## config.mk

```make
export PLATFORM = sky130hd
export DESIGN_NAME = pio_in_irq_multi
export DESIGN_NICKNAME = d
export VERILOG_FILES = /design/src/rtl/pio_in_irq_multi.sv
export SDC_FILE = /design/constraint.sdc
export NUM_CORES = 1
export LEC_CHECK = 0
export ABC_AREA = 0
export BUFFER_PORTS_ARGS = -buffer_cell sky130_fd_sc_hd__buf_2
export CAP_MARGIN = 30
export CORE_MARGIN = 4
export CORE_UTILIZATION = 51
export CTS_CLUSTER_SIZE = 40
export DETAILED_ROUTE_END_ITERATION = 16
export PLACE_DENSITY = 0.83
export SKIP_CTS_REPAIR_TIMING = 1
export SLEW_MARGIN = 20
export SYNTH_ARGS = -nofsm -noshare
export SYNTH_HDL_FRONTEND = slang
export SYNTH_SLANG_ARGS = --single-unit
```

## constraint.sdc

```tcl
create_clock -name clk -period 2.7 [get_ports clk]
set_input_delay 0.27 -clock clk [delete_from_list [all_inputs] [get_ports clk]]
set_output_delay 0.27 -clock clk [all_outputs]
set_load 0.1 [all_outputs]
```

## src/rtl/pio_in_irq_multi.sv

```systemverilog
// Avalon-MM input port: 2-flop synchroniser, per-bit edge capture (W1C) and maskable level/edge irq.
// Optional per-bit debounce filter on the synchronised inputs when PIO_IN_DEBOUNCE_EN is defined.
module pio_in_irq_multi #(
  parameter int WIDTH           = 8,
  parameter int IRQ_MODE        = 1,
  parameter int EDGE_TYPE       = 0,
  parameter int DEBOUNCE_CYCLES = 16
) (
  input  logic             clk,
  input  logic             reset,
  input  logic [1:0]       address,
  input  logic             chipselect,
  input  logic             write_n,
  input  logic [31:0]      writedata,
  input  logic [WIDTH-1:0] in_port,
  output logic [31:0]      readdata,
  output logic             irq
);

`ifdef PIO_IN_DEBOUNCE_EN
  localparam int PRIME_LOAD = (DEBOUNCE_CYCLES > 2) ? DEBOUNCE_CYCLES : 2;
`else
  localparam int PRIME_LOAD = 2;
`endif
  localparam int PW = $clog2(PRIME_LOAD + 1);

  logic [WIDTH-1:0] s1_q, s2_q, prev_q, prev_d;
  logic [WIDTH-1:0] cap_q, cap_d, mask_q, mask_d;
  logic [WIDTH-1:0] data_in, rise, fall, edge_v, clr;
  logic [PW-1:0]    prime_cnt_q, prime_cnt_d;
  logic             primed_q, primed_d;
  logic [31:0]      readdata_q, readdata_d;
  logic             irq_q, irq_d;
  logic             wr_en;
  logic             unused_wd;

  assign wr_en     = chipselect & ~write_n;
  assign unused_wd = ^writedata;

`ifdef PIO_IN_DEBOUNCE_EN
  localparam int DW = (DEBOUNCE_CYCLES > 1) ? $clog2(DEBOUNCE_CYCLES) : 1;
  localparam logic [DW-1:0] DB_LOAD = DW'(DEBOUNCE_CYCLES - 1);

  logic [WIDTH-1:0]         filt_q, filt_d;
  logic [WIDTH-1:0][DW-1:0] db_cnt_q, db_cnt_d;

  // Down-counter per bit: filtered bit flips once the raw bit has disagreed for DEBOUNCE_CYCLES cycles.
  always_comb begin
    filt_d   = filt_q;
    db_cnt_d = db_cnt_q;
    for (int i = 0; i < WIDTH; i++) begin
      db_cnt_d[i] = DB_LOAD;
      if (!primed_q) begin
        filt_d[i] = s2_q[i];
      end else if (s2_q[i] != filt_q[i]) begin
        if (db_cnt_q[i] == '0) filt_d[i] = s2_q[i];
        else db_cnt_d[i] = db_cnt_q[i] - DW'(1);
      end
    end
  end

  always_ff @(posedge clk) begin
    if (reset) begin
      filt_q   <= '0;
      db_cnt_q <= '0;
    end else begin
      filt_q   <= filt_d;
      db_cnt_q <= db_cnt_d;
    end
  end

  assign data_in = filt_q;
`else
  assign data_in = s2_q;
`endif

  always_comb begin
    prime_cnt_d = (prime_cnt_q != '0) ? prime_cnt_q - PW'(1) : prime_cnt_q;
    primed_d    = primed_q | (prime_cnt_q == '0);
    prev_d      = data_in;

    rise = data_in & ~prev_q;
    fall = ~data_in & prev_q;
    case (EDGE_TYPE)
      0:       edge_v = rise;
      1:       edge_v = fall;
      default: edge_v = rise | fall;
    endcase
    if (!primed_q) edge_v = '0;

    // A fresh edge in the same cycle as its clear keeps the bit set.
    clr    = (wr_en && address == 2'd3) ? writedata[WIDTH-1:0] : '0;
    cap_d  = (cap_q & ~clr) | edge_v;
    mask_d = (wr_en && address == 2'd2) ? writedata[WIDTH-1:0] : mask_q;

    readdata_d = '0;
    case (address)
      2'd0:    readdata_d[WIDTH-1:0] = data_in;
      2'd2:    readdata_d[WIDTH-1:0] = mask_q;
      2'd3:    readdata_d[WIDTH-1:0] = cap_q;
      default: readdata_d = '0;
    endcase

    irq_d = (IRQ_MODE == 0) ? |(data_in & mask_q) : |(cap_q & mask_q);
  end

  always_ff @(posedge clk) begin
    if (reset) begin
      s1_q        <= '0;
      s2_q        <= '0;
      prev_q      <= '0;
      cap_q       <= '0;
      mask_q      <= '0;
      prime_cnt_q <= PW'(PRIME_LOAD);
      primed_q    <= 1'b0;
      readdata_q  <= '0;
      irq_q       <= 1'b0;
    end else begin
      s1_q        <= in_port;
      s2_q        <= s1_q;
      prev_q      <= prev_d;
      cap_q       <= cap_d;
      mask_q      <= mask_d;
      prime_cnt_q <= prime_cnt_d;
      primed_q    <= primed_d;
      readdata_q  <= readdata_d;
      irq_q       <= irq_d;
    end
  end

  assign readdata = readdata_q;
  assign irq      = irq_q;

endmodule
```

# Word level (Yosys, flattened, before mapping)
# Cells that the tools add are included.
# op_classes
n_eq_ne,2
n_mux,3
add_sub_neg,1
bitwise_logic,9
reduce_logical,6
# op_table
op,count
$and A8 B8 Y8,3
$pmux W8 S3,1
$mux W8,2
$not A8 Y8,2
$or A8 B8 Y8,1
$reduce_or A8 Y1,1
$eq A2 B2 Y1 const B,2
$logic_not A2 Y1,2
$logic_and A1 B1 Y1,2
$reduce_bool A2 Y1,1
$sub A2 B1 Y2 const B,1
$and A1 B1 Y1,1
$not A1 Y1,1
$or A1 B1 Y1,1
# word_totals
elab_cells,31
output_inout_bits,33
input_bits,46
regBits,76

# Logic depth before layout (Yosys ltp)
# Gate-level depths: netlist of the first run.
# logic_depth
ltp_word,7
ltp_mapped,4
depth_no_buf,4

# Worst setup path before layout of the first run
# OpenSTA, ideal clock, no wires.
# synth_timing
path_kind,register -> output
start,register irq_q (netlist: irq)
end,output port irq
arrival_ps,909
path_buffers,0
slack_ps,1521
stages_incl_launch_ff,1
required_time_ps,2430
path_cell_list,dfxtp_1
# synth_rtl
element,line,rtl
start: declaration,33,"logic irq_q, irq_d;"
start signal: assignment,127,irq_q <= irq_d;
end: declaration,17,output logic irq
# No word-level cell between the ends.

# Final worst setup path of the first run
# layout_timing
start,register readdata_q[7] (netlist: readdata[7])
end,output port readdata[7]
# layout_rtl
element,line,rtl
start: declaration,32,"logic [31:0] readdata_q, readdata_d;"
start signal: assignment,126,readdata_q <= readdata_d;
end: declaration,16,"output logic [31:0] readdata,"
# No word-level cell between the ends.

==> results.json, run 1 <==
{
  "io_pins": 79,
  "dp_cells": 267,
  "layout.cells.non_filler": 275,
  "ir_drop_uv": 319,
  "port_buffers": 30,
  "post_drt_wl_per_cell_um": 11.8,
  "grt_pass1_vias": 1194,
  "core_um2": 3740,
  "place.gp.congestion": 0.745,
  "critPathBufInv": 1,
  "start_kind": "flop",
  "wirelength_um": 3240,
  "synth_cell_type_count": 23,
  "vias": 1293,
  "tns_ns": 0,
  "clock_latency_ns": 0.30,
  "worst-path-max-fanout": 1,
  "synthTopCellsByArea": "dfxtp_1 (51%), buf_4 (8.9%), nor2b_1 (7.4%)",
  "synth_edf_count": 0,
  "grt_setup_unrepaired": "no",
  "layout-drive-gt1-share_pct": 21.6,
  "grt_pass1_wl_um": 5160,
  "seq_power_share_pct": 49.4,
  "rows": 22,
  "ant_nets": 0,
  "cp_top_family": "buffers and inverters",
  "crit_path_max_incr_delay_ns": 0.42,
  "clk_path_buf_depth": 2,
  "overflow": 0,
  "ys_seq_area_share_pct": 51.4,
  "p_int_mw": 1.20,
  "yosys.area.top_type": "dfxtp_1",
  "swShare_pct": 29.1,
  "skew_ns": 0.00843,
  "drtIter0Drc": 105,
  "crit_chain": "buf_2",
  "fin_crit_ns": 1.32,
  "crit_slowest_cell": "buf_2",
  "yosysMostFrequentCell": "dfxtp_1",
  "grt_max_degree": 53,
  "status": "completed",
  "die_w_um": 71.0,
  "synth_seq_cells": 52,
  "syn_inst": 200,
  "cts.htree.levels": 2,
  "nets": 273,
  "end_kind": "output port",
  "critical_path_class": "flop to output port",
  "p_clk_share_pct": 33.2,
  "cts_root_buffer": "clkbuf_8",
  "slew_headroom_pct": 42.6,
  "cts.sinks": 52,
  "cp.required_ns": 2.43,
  "final_core_util_pct": 59.1,
  "die_h_um": 71.0,
  "setup_violations": 0,
  "cts_tree": "yes",
  "synthFlopType": "dfxtp_1",
  "p_comb_share_pct": 17.3,
  "worst_ep_arrival_time_ns": 1.05,
  "holdWs_ns": 0.174,
  "drv_cap": 0,
  "netlist_area_um2": 2030,
  "hp-class": "input port to flop",
  "vias_per_cell": 4.70,
  "syn_avg_cell_area_um2": 10.1,
  "post-route-period-util_pct": 48.8,
  "dp_hpwl_um": 2240,
  "synth.cells.most_frequent": "dfxtp_1 (52), buf_4 (24), nor2b_1 (24)",
  "antenna_found_initial": 0,
  "p_switching_mw": 0.494,
  "diodes": 0,
  "grt_usage_pct": 13.0,
  "cts_buffers": 5,
  "powerDensity_nw_per_um2": 767,
  "die_area_um2": 5040,
  "synthToLayoutAreaGrowth_pct": 9.14,
  "hold_viol": 0,
  "yosysWarnings": 0,
  "leakage_nw": 0.966,
  "start_util_pct": 54.1,
  "tightest_slew_ns": 0.861,
  "yosysTopAreaCellShare_pct": 51.4,
  "path_clk_slew_ns": 0.09,
  "max_freq_mhz": 758,
  "drt_first_pass_iters": 4,
  "synthArstFlopShare_pct": 0,
  "drc": 0,
  "drv_slew": 0
}
==> power by group through the flow <==
| stage | Combinational [mW] | Sequential, mW | Clock (mW) |
|---|---|---|---|
| after global routing | 0.318 | 0.843 | 0.607 |
| after detailed placement | 0.294 | 0.856 | 0 |
| final | 0.294 | 0.838 | 0.564 |
| after global placement | 0.290 | 0.854 | 0 |
| after CTS | 0.295 | 0.838 | 0.577 |
| after floorplan | 0.284 | 0.859 | 0 |
==> sequential cells by signal, summed over array words and instances (netlist names) <==
name         cells
prime_cnt_q      2
primed_q         1
cap_q            8
prev_q           8
mask_q           8
s1_q             8
irq              1
readdata         8
data_in          8
==> cell families (layout without fill, tap and decap cells) <==
kind of cell               count (synthesis)  in the layout  synth area share, %
muxes                                     17             17                 9.08
adders and majority gates                  1              1                0.618
buffers and inverters                     44             48                 13.6
AOI/OAI and AO/OA                         29             29                 8.83
other                                      1             24                0.185
and+or+nand+nor                           55             55                 15.9
DFF                                       52             52                 51.4
xor gates and xnor gates                   1              1                0.432
==> layout make-up <==
type                    instances  area [um^2]
flip-flops and latches         52         1040
multi-input cells             127          796
fillers                       340         1530
clock buffers                   7         96.3
inverters                      10         37.5
well taps                      48         60.1
clock inverters                 1         30.0
repair buffers                 30          150
==> layout by cell type (no fill, tap or decap) <==
cell	instances
bufinv_16	1
mux2i_1	9
a21oi_1	8
xor2_1	1
ha_1	1
buf_2	30
nor2b_1	24
mux2_4	1
nand3b_1	8
a41oi_1	1
nand4b_2	1
nor2_2	1
dfxtp_1	52
clkbuf_8	7
and4bb_1	1
o21ai_0	8
or2_2	1
inv_1	10
nor2_1	19
conb_1	24
a22oi_1	12
mux2_2	7
==> layer usage <==
layer | up-vias | wire length, um | GRT usage [%]
met3 | 5 | 226 | 2.70
met1 | 587 | 1480 | 15.8
met5 | - | 0 | 0
met4 | 0 | 78 | 8.77
met2 | 44 | 1460 | 20.7
li1 | 657 | - | -
==> stage by stage <==
stage	setup slack, ns	instance area, um^2	power [mW]
after global routing	1.34	2210	1.77
after global placement	1.18	2080	1.14
after CTS	1.37	2210	1.71
final	1.38	2210	1.70
after floorplan	1.52	2110	1.14
after detailed placement	1.12	2080	1.15
==> final timing paths <==
| path | end | cells after the start | from | slack, ns |
|---|---|---|---|---|
| setup / recovery | readdata[7] | 1 | readdata[7]$_SDFF_PP0_ | 1.38 |
| hold / removal | s1_q[3]$_SDFF_PP0_ | 2 | in_port[3] | 0.17 |
| setup reg to reg | prime_cnt_q[1]$_SDFFE_PP1P_ | 4 | prime_cnt_q[0]$_SDFFE_PP0P_ | 1.58 |
| hold reg to reg | data_in[1]$_SDFF_PP0_ | 1 | s1_q[1]$_SDFF_PP0_ | 0.44 |
Power figures use the tool's default switching activity.
==> run 2, diff against run 1 <==
--- a/config.mk
+++ b/config.mk
@@ -5,14 +5,14 @@
 export SDC_FILE = /design/constraint.sdc
 export NUM_CORES = 1
 export LEC_CHECK = 0
-export ABC_AREA = 0
+export ABC_AREA = 1
 export BUFFER_PORTS_ARGS = -buffer_cell sky130_fd_sc_hd__buf_2
 export CAP_MARGIN = 30
 export CORE_MARGIN = 4
-export CORE_UTILIZATION = 51
+export CORE_UTILIZATION = 48
 export CTS_CLUSTER_SIZE = 40
 export DETAILED_ROUTE_END_ITERATION = 16
-export PLACE_DENSITY = 0.83
+export PLACE_DENSITY = 0.78
 export SKIP_CTS_REPAIR_TIMING = 1
 export SLEW_MARGIN = 20
 export SYNTH_ARGS = -nofsm -noshare
==> constraint.sdc (replaced) <==
create_clock -name clk -period 1.35 [get_ports clk]
set_input_delay 0.135 -clock clk [delete_from_list [all_inputs] [get_ports clk]]
set_output_delay 0.135 -clock clk [all_outputs]
set_load 0.1 [all_outputs]
==> run 2 against run 1 <==
Effect of this change: die area rose by 8.4%; routed wire length is 6.8% higher; critical path depth did not move; core utilization decreased by 3.5 points; combinational power increased by 110%; via count up 20%; critical path type unchanged; synthesized cell count is 41% higher; clock skew fell by 0.0044 ns; sequential power increased by 98%; hold slack got worse by 0.14 ns; non-clock buffer count increased by 3; power up 87%.
==> results.json, run 2 <==
{
  "status": "completed",
  "syn_avg_cell_area_um2": 7.41,
  "synthArstFlopShare_pct": 0,
  "yosysMostFrequentCell": "nand2_1",
  "vias_per_cell": 4.23,
  "drc": 0,
  "synthTopCellsByArea": "dfxtp_1 (50%), nand2_1 (11%), nor2_1 (10%)",
  "yosysTopAreaCellShare_pct": 49.9,
  "post-route-period-util_pct": 86.3,
  "wirelength_um": 3460,
  "yosys.area.top_type": "dfxtp_1",
  "synth_edf_count": 0,
  "synthFlopType": "dfxtp_1",
  "antenna_found_initial": 0,
  "cts_root_buffer": "clkbuf_8",
  "final_core_util_pct": 55.5,
  "tns_ns": 0,
  "crit_chain": "buf_2",
  "grt_usage_pct": 13.9,
  "port_buffers": 30,
  "worstReg2RegEnd": "prime_cnt_q[0]$_SDFFE_PP0P_",
  "crit_path_max_incr_delay_ns": 0.41,
  "setup_ws_ns": 0.185,
  "synth.cells.most_frequent": "nand2_1 (62), nor2_1 (56), dfxtp_1 (52)",
  "skew_ns": 0.00401,
  "synth_seq_cells": 52,
  "place_ws_ns": 0.332,
  "end_kind": "output port",
  "crit_cells": 1,
  "cts_buffers": 5,
  "cp.required_ns": 1.22,
  "ir_drop_uv": 640,
  "drv_cap": 0,
  "critPathLaunch": "irq$_SDFF_PP0_",
  "clk_path_buf_depth": 2,
  "hold_viol": 0,
  "grt_pass1_wl_um": 5670,
  "max_freq_mhz": 858,
  "final_cell_mix": "nand2_1 (62), nor2_1 (56), dfxtp_1 (52)",
  "multi_input_area_um2": 749,
  "dp_hpwl_um": 2460,
  "die_area_um2": 5470,
  "overflow": 0,
  "io_pins": 79,
  "ys_seq_area_share_pct": 49.9,
  "setup.worst_path.end": "irq",
  "cts.htree.levels": 2,
  "synthToLayoutAreaGrowth_pct": 9.41,
  "fin_area_um2": 2280,
  "nets": 362,
  "vias": 1550,
  "cts.sinks": 52,
  "layout.cells.non_filler": 366,
  "synth_cell_type_count": 18,
  "r2r-start": "prime_cnt_q[0]$_SDFFE_PP0P_",
  "die_h_um": 74.0,
  "rows": 23,
  "post_drt_wl_per_cell_um": 9.46,
  "fill_cells": 400,
  "grt_pass1_vias": 1309,
  "seq_area_um2": 1040,
  "layout-drive-gt1-share_pct": 14.9,
  "worst_ep_arrival_time_ns": 1.03,
  "dp_cells": 358,
  "netlist_area_um2": 2090,
  "holdWs_ns": 0.0294,
  "critPathBufInv": 1,
  "setup_violations": 0,
  "hp-class": "input port to flop",
  "cp_top_family": "buffers and inverters",
  "start_util_pct": 50.7,
  "yosysWarnings": 0,
  "syn_inst": 282,
  "leakage_nw": 1.19,
  "diodes": 0,
  "r2r_slack_ns": 0.38,
  "path_clk_slew_ns": 0.09,
  "critical_path_class": "flop to output port",
  "final_common_cell": "nand2_1",
  "drtIter0Drc": 177,
  "worst-path-max-fanout": 1,
  "drt_first_pass_iters": 4,
  "start_kind": "flop",
  "fin_crit_ns": 1.17,
  "place.gp.congestion": 0.852,
  "crit_slowest_cell": "buf_2",
  "hold_depth": 3,
  "core_um2": 4120,
  "placedInstanceArea_um2": 2190,
  "r2r_cells": 4,
  "grt_setup_unrepaired": "no",
  "die_w_um": 74.0,
  "powerDensity_nw_per_um2": 1390,
  "cts_tree": "yes",
  "ant_nets": 0,
  "report.power.total_mw": 3.17,
  "drv_slew": 0,
  "grt_max_degree": 33,
  "clock_latency_ns": 0.30
}
==> run 2: metal layers <==
| layer | track usage (%) | share of wire, % | vias up |
|---|---|---|---|
| li1 | - | - | 853 |
| met1 | 16.1 | 44 | 640 |
| met2 | 21.9 | 45 | 50 |
| met3 | 3.24 | 8.2 | 7 |
| met4 | 11.1 | 3.1 | 0 |
| met5 | 0 | 0 | - |
==> run 2: layout make-up <==
cell class              instances  area share [%]
clock buffers                   6            3.61
clock inverters                 2           0.438
inverters                      43            7.28
multi-input cells             180            32.8
flip-flops and latches         52            45.6
well taps                      50            2.74
repair buffers                 33            7.56
==> run 2: cells by family after synthesis <==
family | Yosys count | share of synthesized area (%)
adder cells (fa/ha/maj) | 1 | 0.599
AO/OA/AOI/OAI | 21 | 5.03
other | 1 | 0.180
AND/OR/NAND/NOR | 134 | 25.9
flip-flops | 52 | 49.9
buffers and inverters | 73 | 18.4
==> run 2: worst min path at each step <==
stage	end	slack [ns]	from
CTS	s1_q[4]$_SDFF_PP0_	0.01	in_port[4]
global route	s1_q[1]$_SDFF_PP0_	0.01	in_port[1]
finish	s1_q[0]$_SDFF_PP0_	0.03	in_port[0]
global placement	s1_q[7]$_SDFF_PP0_	0.34	in_port[7]
floorplan	prev_q[0]$_SDFF_PP0_	0.22	reset
detailed placement	s1_q[4]$_SDFF_PP0_	0.34	in_port[4]
==> run 2: power breakdown <==
group | switching, mW | internal [mW]
registers | 0.0424 | 1.62
clock network | 0.476 | 0.409
logic | 0.510 | 0.112
total | 1.03 | 2.14
==> run 3, diff against run 2 <==
--- a/config.mk
+++ b/config.mk
@@ -9,10 +9,11 @@
 export BUFFER_PORTS_ARGS = -buffer_cell sky130_fd_sc_hd__buf_2
 export CAP_MARGIN = 30
 export CORE_MARGIN = 4
-export CORE_UTILIZATION = 48
+export CORE_UTILIZATION = 52
 export CTS_CLUSTER_SIZE = 40
 export DETAILED_ROUTE_END_ITERATION = 16
-export PLACE_DENSITY = 0.78
+export PLACE_DENSITY = 0.84
+export RECOVER_POWER = 50
 export SKIP_CTS_REPAIR_TIMING = 1
 export SLEW_MARGIN = 20
 export SYNTH_ARGS = -nofsm -noshare
==> constraint.sdc (replaced) <==
create_clock -name clk -period 1.48 [get_ports clk]
set_input_delay 0.148 -clock clk [delete_from_list [all_inputs] [get_ports clk]]
set_output_delay 0.148 -clock clk [all_outputs]
set_load 0.1 [all_outputs]
==> run 3 against run 2 <==
Effect of this change: sequential power down 9%; sequential share of layout area increased by 0.25 points; cell count fell by 0.82%; critical path depth did not move; final area down 0.55%; core utilization up 4.7 points; largest cell class unchanged; count of clock-buffer cells in the layout fell by 1; global-route usage fell by 0.39 points; routed wire length is 1.4% lower; hold slack improved by 0.011 ns; worst setup slack better by 0.11 ns.
==> results.json, run 3 (synthesized netlist as in run 2, its figures left out) <==
{
  "status": "completed",
  "ant_nets": 0,
  "dp_hpwl_um": 2480,
  "core_um2": 3770,
  "leakage_nw": 1.17,
  "grt_usage_pct": 13.5,
  "die_area_um2": 5090,
  "port_buffers": 30,
  "critPathBufInv": 1,
  "synthToLayoutAreaGrowth_pct": 8.81,
  "clock_latency_ns": 0.30,
  "rows": 22,
  "wirelength_um": 3410,
  "clk_path_buf_depth": 2,
  "hp-class": "input port to flop",
  "grt_max_degree": 33,
  "fill_cells": 360,
  "crit_slowest_cell": "buf_2",
  "drtIter0Drc": 123,
  "cts_root_buffer": "clkbuf_8",
  "r2r-start": "prime_cnt_q[0]$_SDFFE_PP0P_",
  "io_pins": 79,
  "nets": 361,
  "layout-drive-gt1-share_pct": 14.6,
  "fin_crit_ns": 1.18,
  "critPathLaunch": "readdata[3]$_SDFF_PP0_",
  "crit_chain": "buf_2",
  "place.gp.congestion": 0.821,
  "overflow": 0,
  "critical_path_class": "flop to output port",
  "die_w_um": 71.4,
  "dp_cells": 355,
  "cts_tree": "yes",
  "grt_pass1_vias": 1274,
  "grt_pass1_wl_um": 5420,
  "drv_cap": 0,
  "powerDensity_nw_per_um2": 1260,
  "antenna_found_initial": 0,
  "tns_ns": 0,
  "crit_path_max_incr_delay_ns": 0.41,
  "crit_cells": 1,
  "r2r_cells": 4,
  "max_freq_mhz": 846,
  "post_drt_wl_per_cell_um": 9.40,
  "end_kind": "output port",
  "vias_per_cell": 4.36,
  "cts.sinks": 52,
  "cts_buffers": 5,
  "grt_setup_unrepaired": "no",
  "cts.htree.levels": 2,
  "r2r_slack_ns": 0.53,
  "start_kind": "flop",
  "cp.required_ns": 1.33,
  "ir_drop_uv": 787,
  "path_clk_slew_ns": 0.10,
  "worst_ep_arrival_time_ns": 1.03,
  "vias": 1583,
  "worst-path-max-fanout": 1,
  "drt_first_pass_iters": 4,
  "start_util_pct": 55.4,
  "skew_ns": 0.0124,
  "worstReg2RegEnd": "prime_cnt_q[0]$_SDFFE_PP0P_",
  "post-route-period-util_pct": 79.9,
  "hp-start": "in_port[7]",
  "layout.cells.non_filler": 363,
  "hold_depth": 3,
  "diodes": 0,
  "drc": 0,
  "tightest_slew_ns": 0.576,
  "hold_viol": 0,
  "cp_top_family": "buffers and inverters",
  "drv_slew": 0,
  "slew_headroom_pct": 61.6,
  "final_cell_mix": "nand2_1 (62), nor2_1 (56), dfxtp_1 (52)",
  "setup_violations": 0,
  "final_common_cell": "nand2_1",
  "hold_end": "s1_q[7]$_SDFF_PP0_",
  "die_h_um": 71.4,
  "holdWs_ns": 0.0402
}
## run 3: changes by cell type in the layout (fill, tap and decap cells not counted), sizes merged
cell	delta
buf	-2
clkinvlp	+2
clkinv	-1
## run 3: how the worst max path moves through the flow
| stage | slack (ns) | to |
|---|---|---|
| 2_1_floorplan | 0.42 | irq |
| 3_3_place_gp | 0.42 | readdata[5]$_SDFF_PP0_ |
| 3_5_place_dp | 0.40 | readdata[1]$_SDFF_PP0_ |
| 4_1_cts | 0.29 | readdata[3] |
| 5_1_grt | 0.25 | readdata[7] |
| 6_report | 0.30 | readdata[3] |
## run 3: per-stage QoR
stage	worst slack [ns]	cell area [um^2]	utilization (%)	total power [mW]
floorplan	0.423	2170	-	2.08
global placement	0.415	2180	57.9	2.10
detailed placement	0.402	2180	57.9	2.11
CTS	0.287	2270	60.3	2.90
global route	0.249	2270	60.3	3.01
finish	0.297	2270	60.3	2.87
## run 3: area by class of cell
type	count	area, um^2	area share (%)
Clock buffer	5	68.8	3.03
Clock inverter	3	23.8	1.05
Inverter	43	166	7.32
Multi-Input combinational cell	180	749	33.0
Sequential cell	52	1040	45.8
Tap cell	48	60.1	2.64
Timing Repair Buffer	32	163	7.16
## run 3: per-layer routing
layer | GRT usage [%] | wire (um) | vias to the layer above
li1 | - | - | 850
met2 | 23.5 | 1640 | 62
met3 | 3.79 | 297 | 8
met1 | 14.9 | 1410 | 663
met5 | 0 | 0 | -
met4 | 6.68 | 66 | 0
## run 3: power by group
part           switching, mW  leakage [nW]  internal (mW)
registers             0.0363         0.425           1.48
logic                  0.461         0.704         0.0996
clock network          0.457        0.0404          0.335
